[config.mk]
export PLATFORM = sky130hd
export DESIGN_NAME = gem_cluster_lut_scheduler
export DESIGN_NICKNAME = d
export VERILOG_FILES = /design/src/rtl/gem_cluster_lut_scheduler.sv
export SDC_FILE = /design/constraint.sdc
export NUM_CORES = 1
export LEC_CHECK = 0
export ABC_AREA = 1
export BUFFER_PORTS_ARGS = -buffer_cell sky130_fd_sc_hd__clkbuf_2
export CORE_UTILIZATION = 55
export CTS_BUF_LIST = sky130_fd_sc_hd__clkbuf_16
export CTS_CLUSTER_DIAMETER = 150
export DETAILED_ROUTE_END_ITERATION = 12
export PLACE_DENSITY = 0.88
export SLEW_MARGIN = 40
export SYNTH_ARGS = -nofsm -noshare
export SYNTH_HDL_FRONTEND = slang
export SYNTH_SLANG_ARGS = --single-unit
[constraint.sdc]
create_clock -name clock -period 3.4 [get_ports clock]
set_input_delay 0.17 -clock clock [delete_from_list [all_inputs] [get_ports clock]]
set_output_delay 0.17 -clock clock [all_outputs]
set_load 0.05 [all_outputs]
[src/rtl/gem_cluster_lut_scheduler.sv]
// rtl/gem_cluster_lut_scheduler.sv - issues latched GEM clusters one per cycle to the pad/roll lookup stage
module gem_cluster_lut_scheduler #(
  parameter int MXCLST   = 8,
  parameter int CLSTBITS = 14,
  parameter int IDXBITS  = 3
) (
  input  logic                       clock,
  input  logic                       reset_n,
  input  logic                       bx_strobe,
  input  logic [MXCLST-1:0]          cluster_vpf,
  input  logic [MXCLST*CLSTBITS-1:0] clusters,
  output logic [CLSTBITS-1:0]        lut_cluster,
  output logic                       lut_vpf,
  output logic [2:0]                 lut_roll,
  output logic [7:0]                 lut_pad,
  output logic [2:0]                 lut_size,
  output logic                       result_we,
  output logic [IDXBITS-1:0]         result_index,
  output logic                       busy,
  output logic                       done,
  output logic [IDXBITS:0]           issue_count,
  output logic                       overflow,
  output logic [7:0]                 overflow_cnt
);

  typedef enum logic [1:0] {
    IDLE  = 2'd0,
    SCAN  = 2'd1,
    DRAIN = 2'd2,
    DONE  = 2'd3
  } state_t;

  state_t                     state;
  state_t                     state_nxt;
  logic [MXCLST-1:0]          pending;
  logic [MXCLST*CLSTBITS-1:0] set_buf;
  logic [IDXBITS:0]           issue_cnt;
  logic [IDXBITS-1:0]         lut_index;

  logic                       accept;
  logic                       drop;
  logic                       issue;
  logic [MXCLST-1:0]          src_mask;
  logic [MXCLST*CLSTBITS-1:0] src_data;
  logic [CLSTBITS-1:0]        src_slot [MXCLST];
  logic [IDXBITS-1:0]         sel_idx;
  logic [MXCLST-1:0]          sel_onehot;
  logic [CLSTBITS-1:0]        sel_word;

  logic                       lut_vpf_nxt;
  logic                       busy_nxt;
  logic                       done_nxt;
  logic                       overflow_nxt;

  assign accept = bx_strobe && (state == IDLE || state == DONE);
  assign drop   = bx_strobe && (state == SCAN || state == DRAIN);

  // The first slot of a set is issued straight from the inputs at acceptance so it appears one cycle after the strobe.
  always_comb begin
    src_mask = accept ? cluster_vpf : pending;
    src_data = accept ? clusters    : set_buf;
    for (int k = 0; k < MXCLST; k++) begin
      src_slot[k] = src_data[k*CLSTBITS +: CLSTBITS];
    end
  end

  always_comb begin
    sel_idx = '0;
    for (int k = MXCLST - 1; k >= 0; k--) begin
      if (src_mask[k]) begin
        sel_idx = IDXBITS'(k);
      end
    end
  end

  assign sel_onehot = MXCLST'(1) << sel_idx;
  assign sel_word   = src_slot[sel_idx];

  always_ff @(posedge clock or negedge reset_n) begin
    if (!reset_n) begin
      state <= IDLE;
    end else begin
      state <= state_nxt;
    end
  end

  // In SCAN, pending holds the slots not yet issued; the slot on lut_* this cycle is already cleared.
  always_comb begin
    state_nxt = state;
    case (state)
      IDLE, DONE: begin
        if (bx_strobe) begin
          state_nxt = (cluster_vpf != '0) ? SCAN : DRAIN;
        end else begin
          state_nxt = IDLE;
        end
      end
      SCAN:    state_nxt = (pending != '0) ? SCAN : DRAIN;
      DRAIN:   state_nxt = DONE;
      default: state_nxt = IDLE;
    endcase
  end

  always_comb begin
    issue        = (state_nxt == SCAN);
    lut_vpf_nxt  = issue;
    busy_nxt     = (state_nxt != IDLE);
    done_nxt     = (state_nxt == DONE);
    overflow_nxt = drop;
  end

  always_ff @(posedge clock or negedge reset_n) begin
    if (!reset_n) begin
      pending   <= '0;
      set_buf   <= '0;
      issue_cnt <= '0;
    end else begin
      if (accept) begin
        set_buf <= clusters;
      end
      if (accept || state == SCAN) begin
        pending <= src_mask & ~sel_onehot;
      end
      if (accept) begin
        issue_cnt <= issue ? (IDXBITS+1)'(1) : '0;
      end else if (issue) begin
        issue_cnt <= issue_cnt + 1'b1;
      end
    end
  end

  always_ff @(posedge clock or negedge reset_n) begin
    if (!reset_n) begin
      lut_cluster  <= '0;
      lut_index    <= '0;
      lut_vpf      <= 1'b0;
      result_we    <= 1'b0;
      result_index <= '0;
      busy         <= 1'b0;
      done         <= 1'b0;
      overflow     <= 1'b0;
      overflow_cnt <= '0;
    end else begin
      lut_vpf <= lut_vpf_nxt;
      if (issue) begin
        lut_cluster <= sel_word;
        lut_index   <= sel_idx;
      end
      // Lookup stage has a fixed one-cycle latency, so results trail the issue by exactly one clock.
      result_we    <= lut_vpf;
      result_index <= lut_index;
      busy         <= busy_nxt;
      done         <= done_nxt;
      overflow     <= overflow_nxt;
      if (overflow_nxt && overflow_cnt != 8'hFF) begin
        overflow_cnt <= overflow_cnt + 8'd1;
      end
    end
  end

  assign issue_count = issue_cnt;
  assign lut_pad     = lut_cluster[7:0];
  assign lut_roll    = lut_cluster[10:8];
  assign lut_size    = lut_cluster[13:11];

endmodule

==> results of run 1 <==
critical path: stages, from the launching register on:
cell     delay [ns]
dfrtp_1        0.35
inv_1          0.05
ha_1           0.40
nand2_4        0.34
nand2_1        0.08
nand2_1        0.09
inv_1          0.06
nand2_1        0.05
nand2_1        0.04
nand2_1        0.05
nand2_1        0.06
nand2_1        0.35
nand2_1        0.13
nand2_1        0.13
buf_4          0.32
nand3_1        0.14
nand3_1        0.10
nand2_1        0.06
nand3_1        0.08
logic make-up (layout without fill, tap and decap cells):
| logic type | count (synthesis) | count (layout) | synth area share (%) |
|---|---|---|---|
| flip-flops | 159 | 159 | 52.2 |
| XOR/XNOR | 8 | 8 | 0.919 |
| AND/OR/NAND/NOR | 650 | 650 | 36.6 |
| AO/OA/AOI/OAI | 22 | 22 | 1.81 |
| adder cells (fa/ha/maj) | 4 | 4 | 0.657 |
| buffers and inverters | 122 | 327 | 7.63 |
| multiplexers | 1 | 1 | 0.148 |
layout make-up:
cell class                      count  share of cell area (%)
Sequential cell                   159                    41.3
Multi-Input combinational cell    685                    31.9
Tap cell                          176                    2.29
Clock inverter                     15                    1.36
Clock buffer                       17                    4.42
Inverter                           47                    1.87
Timing Repair Buffer              248                    16.9
layer usage:
metal  part of all wire [%]  wire length [um]  GRT usage [%]
met4                    3.7               777           15.3
met1                     41              8720           40.9
met5                      0                 0              0
met2                     47              9980           49.0
met3                    7.8              1650           6.23
placed cells by master, fill, tap and decap left out, drive strengths merged, types with 4 or more instances in the layout:
cell,Yosys,layout
buf,49,16
clkbuf,26,187
clkinv,0,4
clkinvlp,0,4
dfrtp,159,159
dlygate4sd3,0,62
ha,4,4
inv,47,52
nand2,452,452
nand3,101,101
nand3b,14,14
nand4,60,60
nor2,18,18
o21ai,16,16
xor2,5,5
power by group through the flow:
stage                     Sequential, mW  Clock [mW]  Combinational, mW
after CTS                           3.12        1.82               5.43
final                               3.13        1.80               5.54
after global routing                3.21        1.90               6.02
after floorplan                     3.60           0               3.69
after global placement              3.11           0               5.21
after detailed placement            3.14           0               5.33
worst max-delay path by stage:
stage | cells past startpoint | endpoint | start | slack (ns)
4_1_cts | 13 | pending[7]$_DFFE_PN0P_ | state[0]$_DFF_PN0_ | 0.43
6_report | 18 | lut_cluster[12]$_DFFE_PN0P_ | state[0]$_DFF_PN0_ | 0.42
5_1_grt | 18 | lut_cluster[8]$_DFFE_PN0P_ | state[0]$_DFF_PN0_ | 0.12
2_1_floorplan | 15 | lut_cluster[11]$_DFFE_PN0P_ | state[0]$_DFF_PN0_ | 1.23
3_5_place_dp | 13 | pending[7]$_DFFE_PN0P_ | state[0]$_DFF_PN0_ | 0.44
3_3_place_gp | 13 | pending[7]$_DFFE_PN0P_ | state[0]$_DFF_PN0_ | 0.51
flip-flops by register name, indices dropped and copies added, names as in the netlist, 2 cells and up:
register	cells
issue_count	4
lut_cluster	14
lut_index	3
overflow_cnt	8
pending	8
result_index	3
set_buf	112
state	2
repair_timing:
item,in CTS,in global routing
gates resized for setup,0,1
hold endpoints to repair,149,0
hold buffers,62,0
setup endpoints to repair,0,16
stage by stage:
| step | instance area [um2] | utilization [%] |
|---|---|---|
| final | 9630 | 71.9 |
| after detailed placement | 8450 | 63.0 |
| after global placement | 8450 | 63.0 |
| after floorplan | 7620 | - |
| after global routing | 9630 | 71.9 |
| after CTS | 9620 | 71.8 |
==> impl_metrics.json, run 1 <==
{
  "num-nets-final": 1285,
  "worstRegToRegCells": 18,
  "cts_buffers": 17,
  "p_clk_share_pct": 17.2,
  "ys_warn_count": 0,
  "rsz0062_at_grt": "no",
  "min_path_cells": 3,
  "holdCritStartpoint": "clusters[32]",
  "max_freq_mhz": 336,
  "netlist.area_leader.share_pct": 52.2,
  "routed_via_density": 5.46,
  "drcViolationCount": 0,
  "skew_ns": 0.00775,
  "finalSetupViolations": 0,
  "cap_violations": 0,
  "worstSetupEndpointType": "register",
  "rows": 42,
  "rr_endpoint": "lut_cluster[12]$_DFFE_PN0P_",
  "hp-class": "in2reg",
  "r2r_start": "state[0]$_DFF_PN0_",
  "critPathMaxFanout": 34,
  "tns_ns": 0,
  "gp_congestion": 0.914,
  "synth_cell_type_count": 30,
  "drt-total-wl_mm": 21.1,
  "drtIter0Drc": 607,
  "core-area_mm2": 0.0134,
  "dp_hpwl_mm": 14.1,
  "dp_cells": 1253,
  "fin_crit_ns": 2.98,
  "cts.clk_slew.worst_paths_ns": 0.06,
  "status": "complete, no violations",
  "cts_sinks": 159,
  "holdWs_ns": 0.00253,
  "dr.pass1.iters": 5,
  "die_width_um": 120,
  "regArea_mm2": 0.00398,
  "area_growth_pct": 26.3,
  "crit_required_ns": 3.76,
  "fin_ws_ns": 0.419,
  "worst_slew_pin_slew_ns": 0.698,
  "pre_cts_slack_ns": 0.435,
  "multi_input_area_mm2": 0.00307,
  "dieArea_mm2": 0.0143,
  "ys.flop_type": "dfrtp_1",
  "io_pins": 171,
  "holdPathEnd": "set_buf[32]$_DFF_PN0_",
  "synthArstFlopShare_pct": 100,
  "grt_use_total_pct": 31.0,
  "synth.avg_cell_area_um2": 7.89,
  "power_mw": 10.5,
  "layoutNonFillerInstCount": 1347,
  "netlist_top_cells_count": "nand2_1, dfrtp_1, nand3_1",
  "gr-total-overflow": 0,
  "path_class": "reg2reg",
  "p_leak_nw": 5.26,
  "ant_nets": 0,
  "wl_per_cell_um": 15.7,
  "hold_viol": 0,
  "power_density_mw_per_mm2": 1090,
  "worstPathArrival_ns": 3.34,
  "cts_root_buffer": "clkbuf_16",
  "die_h_um": 120,
  "cts_tree": "built",
  "rrSetupSlack_ns": 0.42,
  "post-synth-top-count-cell": "nand2_1",
  "yosysSeqAreaShare_pct": 52.2,
  "dr_total_vias": 7353,
  "synth-seq-cells": 159,
  "power.internal_mw": 5.36,
  "post-cts-setup-buffer-count": 0,
  "drv_slew": 0,
  "start_kind": "register",
  "yosys.area.top_type": "dfrtp_1",
  "ir_drop_mv": 0.613,
  "p_comb_share_pct": 52.9,
  "p_sw_share_pct": 48.9,
  "synth_edf_count": 0,
  "syn_nets": 1093,
  "clockBufferDepth": 2,
  "start_util_pct": 56.9,
  "syn_inst": 966,
  "p_sw_mw": 5.12,
  "timing.final.crit_share_pct": 87.7,
  "fillCellCount": 970,
  "grt_max_degree": 113,
  "antenna_found_initial": 0,
  "numPortBuffers": 170,
  "synth.cell_area_mm2": 0.00762,
  "diodes": 0,
  "relSlewSlack_pct": 53.5,
  "grt_pass1_wl_mm": 34.1,
  "seqPwrFrac_pct": 29.9,
  "insertion_delay_ns": 0.42,
  "htreeDepth": 4,
  "drive_above_1_share_pct": 19.3,
  "synthTopCellsByArea": "dfrtp_1, nand2_1, nand3_1, nand4_1, inv_1",
  "first_global_vias": 7074
}
Note: power is estimated with default switching activity, not from simulation.
==> run 2, diff against run 1 <==
--- a/config.mk
+++ b/config.mk
@@ -12,6 +12,7 @@
 export CTS_CLUSTER_DIAMETER = 150
 export DETAILED_ROUTE_END_ITERATION = 12
 export PLACE_DENSITY = 0.88
+export REMOVE_ABC_BUFFERS = 1
 export SLEW_MARGIN = 40
 export SYNTH_ARGS = -nofsm -noshare
 export SYNTH_HDL_FRONTEND = slang
==> run 2 against run 1 <==
First-iteration DRC count increased by 19%. Via count grew 3.5%. Maximum frequency is 3.3% lower. Sequential share of layout area decreased by 1.7 points. Non-clock buffer count up 37. Cell area grew 4.3%. Utilization up 3.1 points. Clock power increased by 2%. Register-to-register slack got worse by 0.10 ns. Worst hold slack better by 0.011 ns. Die area stayed put. Critical path type unchanged. Critical endpoint is now lut_cluster[7]$_DFFE_PN0P_. Largest cell class unchanged. Largest power group unchanged. Highest routed layer unchanged.
==> impl_metrics.json, run 2 (synthesis gave the netlist of run 1 again) <==
{
  "dp_cells": 1253,
  "grt_pass1_wl_mm": 35.7,
  "layoutNonFillerInstCount": 1384,
  "dr_total_vias": 7613,
  "holdPathEnd": "set_buf[39]$_DFF_PN0_",
  "holdCritStartpoint": "clusters[39]",
  "wl_per_cell_um": 16.2,
  "regMostFlops": "set_buf",
  "skew_ns": 0.00865,
  "dieArea_mm2": 0.0143,
  "ant_nets": 0,
  "p_leak_nw": 5.44,
  "status": "complete, no violations",
  "antenna_found_initial": 0,
  "r2r_start": "state[0]$_DFF_PN0_",
  "io_pins": 171,
  "cts.clk_slew.worst_paths_ns": 0.06,
  "largest_reg_flops": 112,
  "start_util_pct": 56.9,
  "die_width_um": 120,
  "cts_resized": 0,
  "drtIter0Drc": 723,
  "drive_above_1_share_pct": 18.5,
  "min_path_cells": 3,
  "worstPathArrival_ns": 3.45,
  "mostFrequentLayoutCells": "nand2_1, clkbuf_2, dfrtp_1",
  "die_h_um": 120,
  "place_area_mm2": 0.00846,
  "power_density_mw_per_mm2": 1060,
  "ir_drop_mv": 0.663,
  "drv_slew": 0,
  "path_class": "reg2reg",
  "rr_endpoint": "lut_cluster[7]$_DFFE_PN0P_",
  "grt_use_total_pct": 32.1,
  "num-nets-final": 1322,
  "dr.pass1.iters": 6,
  "cap_violations": 0,
  "core-area_mm2": 0.0134,
  "routed_via_density": 5.50,
  "area_growth_pct": 31.7,
  "timing.final.crit_share_pct": 90.7,
  "max_freq_mhz": 324,
  "cts_sinks": 159,
  "diodes": 0,
  "drcViolationCount": 0,
  "post-cts-setup-buffer-count": 0,
  "cts_buffers": 17,
  "hp-class": "in2reg",
  "critPathMaxFanout": 58,
  "dp_hpwl_mm": 12.5,
  "rows": 42,
  "worstSetupEndpointType": "register",
  "finalSetupViolations": 0,
  "gr-total-overflow": 0,
  "largestRegisters": "set_buf (112), lut_cluster (14)",
  "numPortBuffers": 170,
  "fin_crit_ns": 3.08,
  "htreeDepth": 4,
  "relSlewSlack_pct": 59.6,
  "start_kind": "register",
  "first_global_vias": 7517,
  "hold_buffers": 98,
  "gp_congestion": 0.881,
  "rrSetupSlack_ns": 0.32,
  "final_common_cell": "nand2_1",
  "grt_max_degree": 115,
  "clockBufferDepth": 2,
  "cts_root_buffer": "clkbuf_16",
  "fin_area_mm2": 0.0100,
  "worst_slew_pin_slew_ns": 0.605,
  "worstRegToRegCells": 13,
  "hold_viol": 0,
  "crit_required_ns": 3.76,
  "drt-total-wl_mm": 22.5,
  "rsz0062_at_grt": "no",
  "insertion_delay_ns": 0.43,
  "cts_tree": "built"
}
## run 2: cell types whose count changed in the layout (fill, tap and decap cells not counted), sizes merged
cell / previous run / this run
inv: 52 / 51
clkinv: 4 / 8
dlygate4sd3: 62 / 98
bufinv: 2 / 3
buf: 16 / 18
clkinvlp: 4 / 0
clkbuf: 187 / 186
## run 2: through the flow
| step | util [%] | setup TNS (ns) | setup slack (ns) | hold slack (ns) | total power [mW] |
|---|---|---|---|---|---|
| 3_3_place_gp | 63.1 | 0 | 0.574 | 0.357 | 8.31 |
| 4_1_cts | 74.7 | 0 | 0.371 | 0.000384 | 10.5 |
| 5_1_grt | 74.9 | 0 | 0.102 | 0.0204 | 11.3 |
| 3_5_place_dp | 63.2 | 0 | 0.471 | 0.298 | 8.50 |
| 6_report | 74.9 | 0 | 0.316 | 0.0134 | 10.6 |
| 2_1_floorplan | - | -114.20 | -1.88 | -0.126 | 6.88 |
## run 2: worst max-delay path: stages (launching register included)
cell and delay (ns):
dfrtp_1 0.34, inv_1 0.05, ha_1 0.42, nand2_4 0.29, o21ai_4 0.44, nand2_2 0.15
a21oi_4 0.18, buf_4 0.54, nand4_1 0.22, nand2_1 0.13, inv_1 0.05, nand3_1 0.08
nand2_1 0.05, nand3_1 0.07
## run 2: how the worst max path moves through the flow
| stage | start | endpoint | slack [ns] | cells after the start |
|---|---|---|---|---|
| 2_1_floorplan | state[0]$_DFF_PN0_ | lut_cluster[0]$_DFFE_PN0P_ | -1.88 | 9 |
| 3_3_place_gp | state[0]$_DFF_PN0_ | lut_cluster[1]$_DFFE_PN0P_ | 0.57 | 12 |
| 3_5_place_dp | state[0]$_DFF_PN0_ | lut_cluster[0]$_DFFE_PN0P_ | 0.47 | 13 |
| 4_1_cts | state[0]$_DFF_PN0_ | lut_cluster[7]$_DFFE_PN0P_ | 0.37 | 14 |
| 5_1_grt | state[0]$_DFF_PN0_ | lut_cluster[7]$_DFFE_PN0P_ | 0.10 | 13 |
| 6_report | state[0]$_DFF_PN0_ | lut_cluster[7]$_DFFE_PN0P_ | 0.32 | 13 |
## run 2: area by class of cell
cell class,instances,area (um2)
Clock buffer,17,425
Clock inverter,15,138
Fill cell,908,3360
Inverter,47,180
Multi-Input combinational cell,685,3080
Sequential cell,159,3980
Tap cell,176,220
Timing Repair Buffer,285,2010
## run 2: report_power, final
part | switching, mW | leakage, nW | internal, mW
registers | 0.370 | 1.97 | 2.77
clock network | 0.716 | 0.294 | 1.12
logic | 4.10 | 3.18 | 1.57
## run 2: layer usage
metal  global-route usage, %  vias to the layer above  routed length [um]
met5                       0                        -                   0
met4                    17.7                        0                 940
met3                    6.70                       78                1720
met2                    53.4                      435               10900
met1                    39.1                     3556                8930
li1                        -                     3544                   -
